===== src/rtl/reg_dump_if.sv =====
// rtl/reg_dump_if.sv - register-file read port and dump output stream
interface reg_dump_if #(
    parameter int DATA_W = 32
);
    logic [4:0]        rd_addr;
    logic [DATA_W-1:0] rd_data;
    logic              out_valid;
    logic              out_ready;
    logic [4:0]        out_addr;
    logic [DATA_W-1:0] out_data;

    modport master (
        output rd_addr,
        input  rd_data,
        output out_valid,
        input  out_ready,
        output out_addr,
        output out_data
    );

    modport slave (
        input  rd_addr,
        output rd_data,
        input  out_valid,
        output out_ready,
        input  out_addr,
        input  out_data
    );
endinterface


===== src/rtl/reg_dump.sv =====
// rtl/reg_dump.sv - sequential register-file dumper with valid/ready output
module reg_dump #(
    parameter int NUM_REGS = 16,
    parameter int DATA_W   = 32
) (
    input  logic       clock_in,
    input  logic       reset,
    input  logic       start,
    input  logic       abort,
    reg_dump_if.master bus,
    output logic       busy,
    output logic       done
);
    localparam logic [1:0] S_IDLE = 2'd0;
    localparam logic [1:0] S_ADDR = 2'd1;
    localparam logic [1:0] S_SEND = 2'd2;
    localparam logic [1:0] S_DONE = 2'd3;

    localparam logic [4:0] LAST_ADDR = 5'(NUM_REGS - 1);

    logic [1:0]        state_q, state_d;
    logic [4:0]        rd_addr_q, rd_addr_d;
    logic [4:0]        out_addr_q, out_addr_d;
    logic [DATA_W-1:0] out_data_q, out_data_d;
    logic              out_valid_q, out_valid_d;
    logic              done_q, done_d;

    always_comb begin
        state_d     = state_q;
        rd_addr_d   = rd_addr_q;
        out_addr_d  = out_addr_q;
        out_data_d  = out_data_q;
        out_valid_d = out_valid_q;
        done_d      = 1'b0;

        case (state_q)
            S_IDLE: begin
                if (start) begin
                    state_d   = S_ADDR;
                    rd_addr_d = '0;
                end
            end
            S_ADDR: begin
                // rd_addr has been stable all cycle, so rd_data is settled here
                out_data_d  = bus.rd_data;
                out_addr_d  = rd_addr_q;
                out_valid_d = 1'b1;
                state_d     = S_SEND;
            end
            S_SEND: begin
                if (out_valid_q && bus.out_ready) begin
                    out_valid_d = 1'b0;
                    if (rd_addr_q == LAST_ADDR) begin
                        done_d  = 1'b1;
                        state_d = S_DONE;
                    end else begin
                        rd_addr_d = rd_addr_q + 5'd1;
                        state_d   = S_ADDR;
                    end
                end
            end
            default: begin
                state_d = S_IDLE;
            end
        endcase

        // abort overrides any handshake this cycle; the word counts as undelivered
        if (state_q != S_IDLE && abort) begin
            state_d     = S_IDLE;
            out_valid_d = 1'b0;
            done_d      = 1'b0;
            rd_addr_d   = '0;
        end
    end

    always_ff @(posedge clock_in) begin
        if (reset) begin
            state_q     <= S_IDLE;
            rd_addr_q   <= '0;
            out_addr_q  <= '0;
            out_data_q  <= '0;
            out_valid_q <= 1'b0;
            done_q      <= 1'b0;
        end else begin
            state_q     <= state_d;
            rd_addr_q   <= rd_addr_d;
            out_addr_q  <= out_addr_d;
            out_data_q  <= out_data_d;
            out_valid_q <= out_valid_d;
            done_q      <= done_d;
        end
    end

    assign bus.rd_addr   = rd_addr_q;
    assign bus.out_addr  = out_addr_q;
    assign bus.out_data  = out_data_q;
    assign bus.out_valid = out_valid_q;
    assign busy          = (state_q != S_IDLE);
    assign done          = done_q;
endmodule


===== src/flat_wrapper.sv =====
// flat-port wrapper written by rule: the top's interface ports become plain ports
module reg_dump_flat 
#(
    parameter int NUM_REGS = 16,
    parameter int DATA_W   = 32
)
  (clock_in, reset, start, abort, busy, done, bus_rd_addr, bus_rd_data, bus_out_valid, bus_out_ready, bus_out_addr, bus_out_data);
  reg_dump_if #(.DATA_W(DATA_W)) bus_i ();
  input  logic clock_in;
  input  logic reset;
  input  logic start;
  input  logic abort;
  output logic busy;
  output logic done;
  output wire logic [$bits(bus_i.rd_addr)-1:0] bus_rd_addr;
  input wire logic [$bits(bus_i.rd_data)-1:0] bus_rd_data;
  output wire logic [$bits(bus_i.out_valid)-1:0] bus_out_valid;
  input wire logic [$bits(bus_i.out_ready)-1:0] bus_out_ready;
  output wire logic [$bits(bus_i.out_addr)-1:0] bus_out_addr;
  output wire logic [$bits(bus_i.out_data)-1:0] bus_out_data;
  assign bus_rd_addr = bus_i.rd_addr;
  assign bus_i.rd_data = bus_rd_data;
  assign bus_out_valid = bus_i.out_valid;
  assign bus_i.out_ready = bus_out_ready;
  assign bus_out_addr = bus_i.out_addr;
  assign bus_out_data = bus_i.out_data;
  reg_dump #(.NUM_REGS(NUM_REGS), .DATA_W(DATA_W)) u_core (.clock_in(clock_in), .reset(reset), .start(start), .abort(abort), .bus(bus_i), .busy(busy), .done(done));
endmodule

===== config.mk =====
export PLATFORM = sky130hd
export DESIGN_NAME = reg_dump_flat
export DESIGN_NICKNAME = d
export VERILOG_FILES = /design/src/rtl/reg_dump_if.sv /design/src/rtl/reg_dump.sv /design/src/flat_wrapper.sv
export SDC_FILE = /design/constraint.sdc
export NUM_CORES = 1
export LEC_CHECK = 0
export ABC_AREA = 1
export BUFFER_PORTS_ARGS = -buffer_cell sky130_fd_sc_hd__buf_2
export CORE_ASPECT_RATIO = 1.1
export CORE_MARGIN = 3
export CORE_UTILIZATION = 45
export CTS_CLUSTER_SIZE = 28
export DETAILED_ROUTE_END_ITERATION = 6
export PLACE_DENSITY = 0.78
export SETUP_SLACK_MARGIN = 0.05
export SLEW_MARGIN = 20
export SYNTH_ARGS = -nofsm -noshare
export SYNTH_HDL_FRONTEND = slang
export SYNTH_SLANG_ARGS = --single-unit

===== constraint.sdc =====
create_clock -name clock_in -period 1.7 [get_ports clock_in]
set_clock_uncertainty 0.1 [all_clocks]
set_input_delay 0.17 -clock clock_in [delete_from_list [all_inputs] [get_ports clock_in]]
set_output_delay 0.17 -clock clock_in [all_outputs]
set_load 0.1 [all_outputs]

==> flow_summary.yaml <==
routing:
  viasPerCell: 4.79
  drt_iter0_drc: 93
  wl_met3_um: 336
  post-route-drc-count: 0
  met1_length_um: 1810
  wire_per_inst_um: 11.3
  vias: 1709
  first_pass_iters: 6
  wl_um: 4030
  ant_nets: 0
  highest_layer: "met4"
  met2_length_um: 1830
pwr:
  power_switching_w: 0.000978
  power_leakage_nw: 1.05
  clockPowerShare: 0.263
  pwr-share-comb: 0.284
  p_int_w: 0.00160
  seqPwrFrac: 0.453
  peakVddDrop_mv: 0.619
  pwr_density_cell_nw_per_um2: 1110
  p_sw_frac: 0.380
synthesis:
  synth_edf_count: 0
  syn_inst: 225
  ys_async_sr_fraction: 0
  synth_cell_type_count: 22
  synth_area_per_cell_um2: 7.80
  yosys_warnings: 0
  synthTopCellsByArea: "dfxtp_1, nand2_1, a21oi_1"
  syn_nets: 264
  post-synth-top-count-cell: "nand2_1"
  synth_area_leader_cell: "dfxtp_1"
  synth_top_area_share: 0.525
  yosysSeqAreaShare: 0.525
  netlist_top_cells_count: "nand2_1, dfxtp_1, a21oi_1"
  ys_seq_elements: 46
  synth-main-ff-cell: "dfxtp_1"
  synth_area_um2: 1760
critical_path:
  timing.rr.start: "u_core.bus.rd_addr[0]"
  path_class: "reg -> reg"
  slowest_delay_ns: 0.38
  cp-start-kind: "flip-flop"
  crit_end: "u_core.bus.rd_addr[3]"
  r2r-end: "u_core.bus.rd_addr[3]"
  r2r_setup_slack_ns: 0.16
  crit_start: "u_core.bus.rd_addr[0]"
  path_max_fanout: 7
  cp.arrival_ns: 1.67
  cp_common_cell: "nand2_1"
  cp.required_ns: 1.83
  r2r_cells: 9
  cp_cell_sequence: "ha_4 > nand2_1 > nor2_1 > ha_2 > a21oi_2 > nand3_2 > nand2_1 > nand2_1 > nor2_1"
  slowest_stage: "dfxtp_4"
  critPathTopFamily: "simple AND/OR/NAND/NOR gates"
  critPathBufInv: 0
  cp.depth: 9
  end_kind: "flip-flop"
clocking:
  clock_latency_ns: 0.29
  numCtsBuffers: 5
  clkTransAtPathRegs_ns: 0.08
  ctsHtreeMaxLevel: 2
  cts_tree: "built"
  cts_max_path_buffers: 2
  clock_sinks: 46
  clock_tree.root_cell: "clkbuf_8"
placement:
  place_inst: 349
  place.port_buffers: 81
  routabilityCongestion: 0.829
  dp_slack_ns: 0.141
  dp_hpwl_um: 2930
global_routing:
  grt_first_pass_wirelength_um: 6690
  grt_max_degree: 36
  grt-ovfl-total: 0
  antenna_found_initial: 0
  grt_usage: 0.181
  grt_pass1_vias: 1500
timing:
  whs_ns: 0.0180
  slew_headroom: 0.666
  rsz0062_at_grt: "false"
  max_freq_ghz: 0.649
  final.setup.tns_ns: 0
  setup_ws_ns: 0.159
  min_period_ns: 1.54
  hold_viol: 0
  worst_pin_slew_ns: 0.504
  min_period_over_period: 0.907
  finalSetupViolCount: 0
  slew_violations: 0
cells_and_area:
  final_nets: 345
  instances_no_fill: 357
  final_core_util: 0.628
  area_growth_pct: 31.8
  fillers: 347
  diodes: 0
  drive_gt1_frac: 0.365
floorplanning:
  die_x_um: 65.6
  num_rows: 23
  die_area_um2: 4690
  io_pins: 82
  design.core.area_um2: 3680
  die_h_um: 71.5
  start_util: 0.477
status:
  status: "completed"
run:
  cap_violations: 0
worst_hold_path:
  holdCritPathClass: "in -> reg"
  whs_path_depth: 3
kinds of logic after synthesis:
| group | count (synthesis) | share of synthesized area |
|---|---|---|
| AND/OR/NAND/NOR | 106 | 0.243 |
| flip-flops | 46 | 0.525 |
| buffers and inverters | 23 | 0.0741 |
| adder cells (fa/ha/maj) | 2 | 0.0143 |
| AO/OA/AOI/OAI | 48 | 0.144 |
power by group through the flow:
stage / Combinational, W / Clock [W] / Sequential, W
global placement: 0.000727 / 0 / 0.00119
detailed placement: 0.000729 / 0 / 0.00119
global route: 0.000775 / 0.000740 / 0.00118
CTS: 0.000732 / 0.000696 / 0.00117
finish: 0.000731 / 0.000676 / 0.00117
floorplan: 0.000211 / 0 / 0.00159
per-layer routing:
| layer | vias to the layer above | track usage |
|---|---|---|
| met2 | 63 | 0.292 |
| met3 | 7 | 0.0580 |
| met1 | 755 | 0.227 |
| li1 | 884 | - |
| met5 | - | 0 |
| met4 | 0 | 0.0622 |
worst register-to-register path, delay by kind of cell, from the launching register on:
family	cells	cell delay [ns]
AO/OA/AOI/OAI	1	0.15
AND/OR/NAND/NOR	6	0.52
adder cells (fa/ha/maj)	2	0.34
flip-flops	1	0.38
stage by stage:
stage	instance area [um^2]	power [W]
floorplan	1790	0.00180
global placement	2210	0.00192
detailed placement	2210	0.00192
CTS	2300	0.00260
global route	2310	0.00269
finish	2310	0.00257
how the worst min path moves through the flow:
stage | endpoint | start | slack, ns
floorplan | u_core.bus.out_data[0] | bus_rd_data[0] | 0.22
global placement | u_core.bus.out_data[3] | bus_rd_data[3] | 0.33
detailed placement | u_core.bus.out_data[6] | bus_rd_data[6] | 0.33
CTS | u_core.bus.out_data[27] | bus_rd_data[27] | 0.006
global route | u_core.bus.out_data[20] | bus_rd_data[20] | 0.01
finish | u_core.bus.out_data[27] | bus_rd_data[27] | 0.02
state kept, by name, indices dropped and copies added (netlist names):
register and flops:
u_core.bus.out_addr 5, u_core.bus.out_data 32, u_core.bus.out_valid 1, u_core.bus.rd_addr 5, u_core.done 1, u_core.state_q 2
placed cells by master (no fill, tap or decap), types with 5 or more instances in the layout:
| cell | count |
|---|---|
| nand2_1 | 84 |
| a21oi_1 | 41 |
| clkbuf_8 | 6 |
| nand3_1 | 5 |
| buf_2 | 80 |
| nor2_1 | 10 |
| dfxtp_1 | 40 |
| inv_1 | 8 |
| buf_4 | 5 |
what timing repair did:
action / in CTS / in global routing
pin swaps: 0 / 2
resized for setup: 1 / 3
hold buffers: 0 / 0
setup buffers: 0 / 0
setup endpoints to repair: 1 / 1
final cells by class:
cell class | count | area (um^2) | share of cell area
repair buffers | 85 | 438 | 0.189
flip-flops and latches | 46 | 936 | 0.405
well taps | 50 | 62.6 | 0.0270
multi-input cells | 156 | 734 | 0.317
clock buffers | 7 | 86.3 | 0.0373
clock inverters | 1 | 5.00 | 0.00216
inverters | 12 | 51.3 | 0.0222
No activity file was read; power rests on OpenSTA's default activity.
